===== config.mk =====
export PLATFORM = sky130hd
export DESIGN_NAME = div16_seq
export DESIGN_NICKNAME = d
export VERILOG_FILES = /design/src/rtl/div16_seq.sv
export SDC_FILE = /design/constraint.sdc
export NUM_CORES = 1
export LEC_CHECK = 0
export BUFFER_PORTS_ARGS = -buffer_cell sky130_fd_sc_hd__buf_2
export CAP_MARGIN = 20
export CORE_ASPECT_RATIO = 0.7
export CORE_MARGIN = 1.5
export CORE_UTILIZATION = 49
export DETAILED_ROUTE_END_ITERATION = 10
export PLACE_DENSITY = 0.81
export REMOVE_ABC_BUFFERS = 1
export SLEW_MARGIN = 5
export SYNTH_ARGS = -nofsm -noshare
export SYNTH_HDL_FRONTEND = slang
export SYNTH_SLANG_ARGS = --single-unit

===== constraint.sdc =====
create_clock -name clk -period 2.45 [get_ports clk]
set_input_delay 0.49 -clock clk [delete_from_list [all_inputs] [get_ports clk]]
set_output_delay 0.49 -clock clk [all_outputs]
set_load 0.005 [all_outputs]

===== src/rtl/div16_seq.sv =====
// Sequential signed/unsigned 16-bit division wrapper around an external
// fixed-latency unsigned divider: sign handling, divide-by-zero and overflow.
module div16_seq #(
  parameter int unsigned DIV_LAT = 1
) (
  input  logic        clk,
  input  logic        rst_n,
  input  logic        in_valid,
  output logic        in_ready,
  input  logic        in_signed,
  input  logic [15:0] in_dividend,
  input  logic [15:0] in_divisor,
  output logic [15:0] div_dividend,
  output logic [15:0] div_divisor,
  input  logic [15:0] div_quotient,
  input  logic [15:0] div_remainder,
  output logic        out_valid,
  input  logic        out_ready,
  output logic [15:0] out_quotient,
  output logic [15:0] out_remainder,
  output logic        out_div0,
  output logic        out_ovf
);

  typedef enum logic [1:0] {
    ST_IDLE,
    ST_WAIT,
    ST_FIX,
    ST_DONE
  } state_t;

  localparam logic [3:0] LAT_LOAD = 4'(DIV_LAT);

  state_t      state;
  state_t      state_nxt;

  logic        accept;
  logic        sample_now;
  logic [3:0]  wait_cnt;

  // Operands captured at acceptance; the request bus is free to change after.
  logic        op_signed;
  logic        sign_a;
  logic        sign_b;
  logic [15:0] a_raw;
  logic [15:0] b_raw;
  logic [15:0] q_raw;
  logic [15:0] r_raw;

  logic        in_neg_a;
  logic        in_neg_b;
  logic [15:0] in_mag_a;
  logic [15:0] in_mag_b;

  logic [15:0] fix_q;
  logic [15:0] fix_r;
  logic        fix_div0;
  logic        fix_ovf;

  assign accept     = in_valid & in_ready;
  assign sample_now = (state == ST_WAIT) && (wait_cnt == 4'd1);

  // -------------------------------------------------------------------------
  // FSM: state register
  // -------------------------------------------------------------------------
  // NOTE: every clocked process uses non-blocking assignments so all flops
  // update together from pre-edge values, independent of process ordering.
  always_ff @(posedge clk or negedge rst_n) begin
    if (!rst_n) begin
      state <= ST_IDLE;
    end else begin
      state <= state_nxt;
    end
  end

  // -------------------------------------------------------------------------
  // FSM: next-state logic
  // -------------------------------------------------------------------------
  // NOTE: the default assignment ahead of the case keeps this process purely
  // combinational; any path leaving state_nxt unassigned would infer a latch.
  always_comb begin
    state_nxt = state;
    case (state)
      ST_IDLE: if (in_valid)         state_nxt = ST_WAIT;
      ST_WAIT: if (wait_cnt == 4'd1) state_nxt = ST_FIX;
      ST_FIX:                        state_nxt = ST_DONE;
      ST_DONE: if (out_ready)        state_nxt = ST_IDLE;
      default:                       state_nxt = ST_IDLE;
    endcase
  end

  // -------------------------------------------------------------------------
  // FSM: state-decoded outputs
  // -------------------------------------------------------------------------
  always_comb begin
    in_ready  = (state == ST_IDLE);
    out_valid = (state == ST_DONE);
  end

  // -------------------------------------------------------------------------
  // Operand magnitudes; |0x8000| wraps back to 0x8000, which the unsigned
  // divider interprets correctly as 32768.
  // -------------------------------------------------------------------------
  always_comb begin
    in_neg_a = in_signed & in_dividend[15];
    in_neg_b = in_signed & in_divisor[15];
    in_mag_a = in_neg_a ? (~in_dividend + 16'd1) : in_dividend;
    in_mag_b = in_neg_b ? (~in_divisor  + 16'd1) : in_divisor;
  end

  // -------------------------------------------------------------------------
  // Capture, divider operand registers, wait counter and divider sampling
  // -------------------------------------------------------------------------
  always_ff @(posedge clk or negedge rst_n) begin
    if (!rst_n) begin
      op_signed    <= 1'b0;
      sign_a       <= 1'b0;
      sign_b       <= 1'b0;
      a_raw        <= 16'd0;
      b_raw        <= 16'd0;
      div_dividend <= 16'd0;
      div_divisor  <= 16'd0;
      wait_cnt     <= 4'd0;
      q_raw        <= 16'd0;
      r_raw        <= 16'd0;
    end else if (accept) begin
      op_signed    <= in_signed;
      sign_a       <= in_neg_a;
      sign_b       <= in_neg_b;
      a_raw        <= in_dividend;
      b_raw        <= in_divisor;
      div_dividend <= in_mag_a;
      div_divisor  <= in_mag_b;
      wait_cnt     <= LAT_LOAD;
    end else if (state == ST_WAIT) begin
      wait_cnt <= wait_cnt - 4'd1;
      if (sample_now) begin
        q_raw <= div_quotient;
        r_raw <= div_remainder;
      end
    end
  end

  // -------------------------------------------------------------------------
  // Result fix-up: special cases first, then sign restoration so that the
  // quotient truncates toward zero and the remainder follows the dividend.
  // -------------------------------------------------------------------------
  always_comb begin
    fix_q    = q_raw;
    fix_r    = r_raw;
    fix_div0 = 1'b0;
    fix_ovf  = 1'b0;
    if (b_raw == 16'd0) begin
      fix_q    = 16'hFFFF;
      fix_r    = a_raw;
      fix_div0 = 1'b1;
    end else if (op_signed && (a_raw == 16'h8000) && (b_raw == 16'hFFFF)) begin
      fix_q   = 16'h8000;
      fix_r   = 16'h0000;
      fix_ovf = 1'b1;
    end else if (op_signed) begin
      if (sign_a ^ sign_b) fix_q = ~q_raw + 16'd1;
      if (sign_a)          fix_r = ~r_raw + 16'd1;
    end
  end

  // Result registers load only in FIX, so they hold through DONE.
  always_ff @(posedge clk or negedge rst_n) begin
    if (!rst_n) begin
      out_quotient  <= 16'd0;
      out_remainder <= 16'd0;
      out_div0      <= 1'b0;
      out_ovf       <= 1'b0;
    end else if (state == ST_FIX) begin
      out_quotient  <= fix_q;
      out_remainder <= fix_r;
      out_div0      <= fix_div0;
      out_ovf       <= fix_ovf;
    end
  end

endmodule


==> results list <==
- The finished layout holds 1,011 standard cells, fillers aside.
* I/O pin total: 137
- In this run, the number of DRC markers left after iteration 0 of detailed routing was ~470.
- The cell family contributing the most delay on the critical path is simple AND/OR/NAND/NOR gates.
* Critical path endpoint category: register
- Post-synthesis sequential area ratio: approximately half
* Synth warn: 0
* Total wirelength of the detailed-routed design: 16.5 mm
* Mean post-synth cell area: 9.83 µm²
* Drt via density: around 5.4
* Crit path buffers/inverters: 0
- CTS Hold Buffers Added: 0
- Initial cell density of the core: 50.6%
* Via count of the first global-routing pass: 5,206
- Slew headroom: around two fifths
- The clock arrives with 0.00839 ns of skew.
- Of all nets on the critical path, the largest fanout is 10.
- Startpoint kind of the worst setup timing path: register
* Post-synthesis sequential element count: 137
- Cell type with the largest total area after synthesis: sky130_fd_sc_hd__dfrtp_1
- For this run, the detailed router's first-pass iteration total came to 5.
- CTS H-tree depth: 4
- Number of pins exceeding their max-slew limit in the final report: 0
- Max Buffers Root-to-Sink: 2
- Number of remaining DRC errors: 0
- Sequential cell area: between 3000 and 4000 µm²
* Post-Syn Area: between 6000 and 7000 µm²
* Standard-cell rows: 35
- Worst endpoint required time: 2.72 ns
- TritonCTS built the clock tree.
* Worst R2R Path Depth: 5
* Setup slack at placement: 0.242 ns
- Main area contributors after synthesis: sky130_fd_sc_hd__dfrtp_1 (51%), sky130_fd_sc_hd__nand2_1 (7.8%), sky130_fd_sc_hd__mux2_2 (5.6%), sky130_fd_sc_hd__xor2_1 (3.9%), sky130_fd_sc_hd__o21ai_0 (3.8%)
- Average wire length per cell after detail routing: 16.4 µm
- Fraction of post-synthesis cell area in the top cell type by area: between 50% and 60%
- The net count of the finished layout is between 800 and 900.
- Setup total negative slack on the finished layout was measured at 0 ns.
- Final critical path time including I/O delays and setup: 2.24 ns
- Setup-violating endpoint count in the final report: 0
- After floorplanning, the core was sized to cover 13,200 µm².
* Total half-perimeter wirelength after legalization and detailed placement: about 12 mm
* Pin slew with the least headroom to its limit: 0.887 ns
- Die height: between 100 and 150 µm
- Fraction of final layout cells sized beyond drive strength 1: 26.9%
- Area of the multi-input gates: roughly 3000 µm²
- Entering global routing, the biggest net connects 101 pins.
* Global routing usage summed across all routing layers: 24.3%
- Number of instances in the placed design: between 900 and 1k
- Count of nets left with antenna violations after detail routing: 0
* Root buffer cell: sky130_fd_sc_hd__clkbuf_16
- Clock-pin slew was measured on the worst setup and hold paths at 0.06 ns.
- Primary FF master, synth: sky130_fd_sc_hd__dfrtp_1
- Buffers inserted during clock tree synthesis total 17.
* Commonest cells in the synthesized netlist: sky130_fd_sc_hd__nand2_1 (139), sky130_fd_sc_hd__dfrtp_1 (137), sky130_fd_sc_hd__o21ai_0 (51), sky130_fd_sc_hd__mux2_2 (33), sky130_fd_sc_hd__nor2_1 (33)
* Worst Setup Slack, final: 0.215 ns
* Count of flip-flops with a built-in enable after synthesis: 0
* Count of cell instances traversed by the critical path: 5
- After synthesis, the share of flip-flops with an asynchronous set or reset is 100%.
- Clk sink count: around 140
* Total via count after detailed routing: 5,489
* Startpoint-to-endpoint class of the critical path: reg -> reg
- Fill cells in the final layout number 1,163.
- Area delta synth->final: 21.0%
- RD Place Congestion: 0.798
* Run status: finished, final reports clean
- For the worst-skew pair, the clock arrives at the later sink with an insertion delay of between 0.4 and 0.5 ns.
* Number of instances in the synthesized netlist: slightly below 700
- Leak Pwr: 3.82 nW
* Number of endpoints with negative hold slack in the final report: 0
- Worst vdd ir: 1.02 mV
- Worst-case register-to-register setup slack: 0.21 ns
- In this run the tool buffered the top-level ports with 136 buffer cells.
* Horizontal die dimension: approximately 140 µm
- Number of max-cap violations: 0
- Final Cycle Share: about nine tenths
* Worst min path class: in -> async
- Yosys instantiated no cell more often than sky130_fd_sc_hd__nand2_1.
- Global-route wire length before repair: 26.9 mm
- Number of instances resized during post-cts repair: 0
- Data arrival time at the worst-slack endpoint: 2.51 ns
* Setup repair after global routing missed its margin: false
* Count of buffers added by post-CTS timing repair for setup: 0
* Critical path's largest stage delay: 0.58 ns
- Static timing analysis puts the maximum clock frequency at 0.447 GHz.
* Startpoint of the worst-slack reg-to-reg timing path: a_raw[8]$_DFFE_PN0P_
- The number of different library cells used by synthesis comes to 52.
* Power per cell area: 1270 nW/µm²
* Source of the critical timing path: a_raw[8]$_DFFE_PN0P_
- Initial antenna violation count: 1
- Slowest cell on the critical path: sky130_fd_sc_hd__or4b_1
* Critical Path, Cell by Cell: or4b_1 > nor4_1 > and3_1 > or2_1 > o21ai_0
- After global routing the overflow that remains totals 0.
- The die covers around 14,000 µm².
## registers in the layout, indices dropped and copies added, names as in the netlist
name	count
state	2
out_ovf	1
op_signed	1
sign_a	1
wait_cnt	4
div_divisor	16
q_raw	16
sign_b	1
a_raw	15
out_remainder	16
out_div0	1
div_dividend	16
r_raw	16
out_quotient	16
b_raw	15
## routing by layer
| layer | global-route usage [%] | routed length, µm | vias up |
|---|---|---|---|
| met3 | 5.42 | 929 | 27 |
| met4 | 9.60 | 310 | 0 |
| met1 | 35.2 | 7910 | 2706 |
| li1 | - | - | 2604 |
| met2 | 35.8 | 7390 | 152 |
| met5 | 0 | 0 | - |
## power breakdown
part / switching [mW] / internal (mW)
Sequential: 0.902 / 3.36
Combinational: 1.99 / 1.79
Clock: 0.947 / 1.27
## logic make-up (layout without fill, tap and decap cells)
kind of cell / Yosys count / in the layout / share of synthesized area, %
AO/OA/AOI/OAI: 135 / 135 / 13.1
XOR/XNOR: 58 / 58 / 7.59
adder cells (fa/ha/maj): 10 / 10 / 1.87
buffers and inverters: 62 / 206 / 3.66
flip-flops: 137 / 137 / 51.2
multiplexers: 35 / 35 / 5.85
other: 0 / 1 / 0
AND/OR/NAND/NOR: 244 / 244 / 16.7
## worst register-to-register path, cell delays in order, from the launching register on
cell	delay (ns)
sky130_fd_sc_hd__dfrtp_1	0.39
sky130_fd_sc_hd__or4b_1	0.58
sky130_fd_sc_hd__nor4_1	0.22
sky130_fd_sc_hd__and3_1	0.41
sky130_fd_sc_hd__or2_1	0.33
sky130_fd_sc_hd__o21ai_0	0.17
## cell usage in the layout (no fill, tap or decap), types with 9 or more instances in the layout
master                      netlist  routed
sky130_fd_sc_hd__o21ai_0         51      51
sky130_fd_sc_hd__nor2b_1         12      12
sky130_fd_sc_hd__dfrtp_1        137     137
sky130_fd_sc_hd__o22a_1           9       9
sky130_fd_sc_hd__buf_2            4     135
sky130_fd_sc_hd__inv_1           25      25
sky130_fd_sc_hd__nand2_1        139     138
sky130_fd_sc_hd__mux2_2          33      33
sky130_fd_sc_hd__clkbuf_16        0      17
sky130_fd_sc_hd__a21oi_1         24      24
sky130_fd_sc_hd__xor2_1          30      30
sky130_fd_sc_hd__buf_4            2      14
sky130_fd_sc_hd__xnor2_1         28      28
sky130_fd_sc_hd__nor2_1          33      33
sky130_fd_sc_hd__ha_1            10      10
sky130_fd_sc_hd__nor3_1          12      12
## path summary, 6_finish.rpt
check / end
setup / recovery: out_remainder[8]$_DFFE_PN0P_
hold / removal: b_raw[4]$_DFFE_PN0P_
setup reg to reg: out_remainder[8]$_DFFE_PN0P_
hold reg to reg: div_dividend[8]$_DFFE_PN0P_
max in group asynchronous: div_dividend[2]$_DFFE_PN0P_
min in group clk: r_raw[9]$_DFFE_PN0P_
## final cells by class
| type | instances | area share, % |
|---|---|---|
| sequential | 137 | 42.3 |
| multi-input combinational | 482 | 37.3 |
| timing repair buffer | 151 | 10.0 |
| clock buffer | 17 | 5.25 |
| tap | 185 | 2.86 |
| inverter | 25 | 1.16 |
| clock inverter | 13 | 1.05 |
| antenna | 1 | 0.0309 |
## stage by stage
stage                     area [µm²]  hold slack (ns)  total power, mW  util, %
after floorplan                 6540            0.194             6.50        -
after global placement          7590            0.457             7.86     57.4
after detailed placement        7590            0.465             8.04     57.4
after CTS                       8100           0.0500             10.3     61.2
after global routing            8100           0.0727             11.0     61.3
final                           8100           0.0479             10.3     61.3
Power figures use the tool's default switching activity.
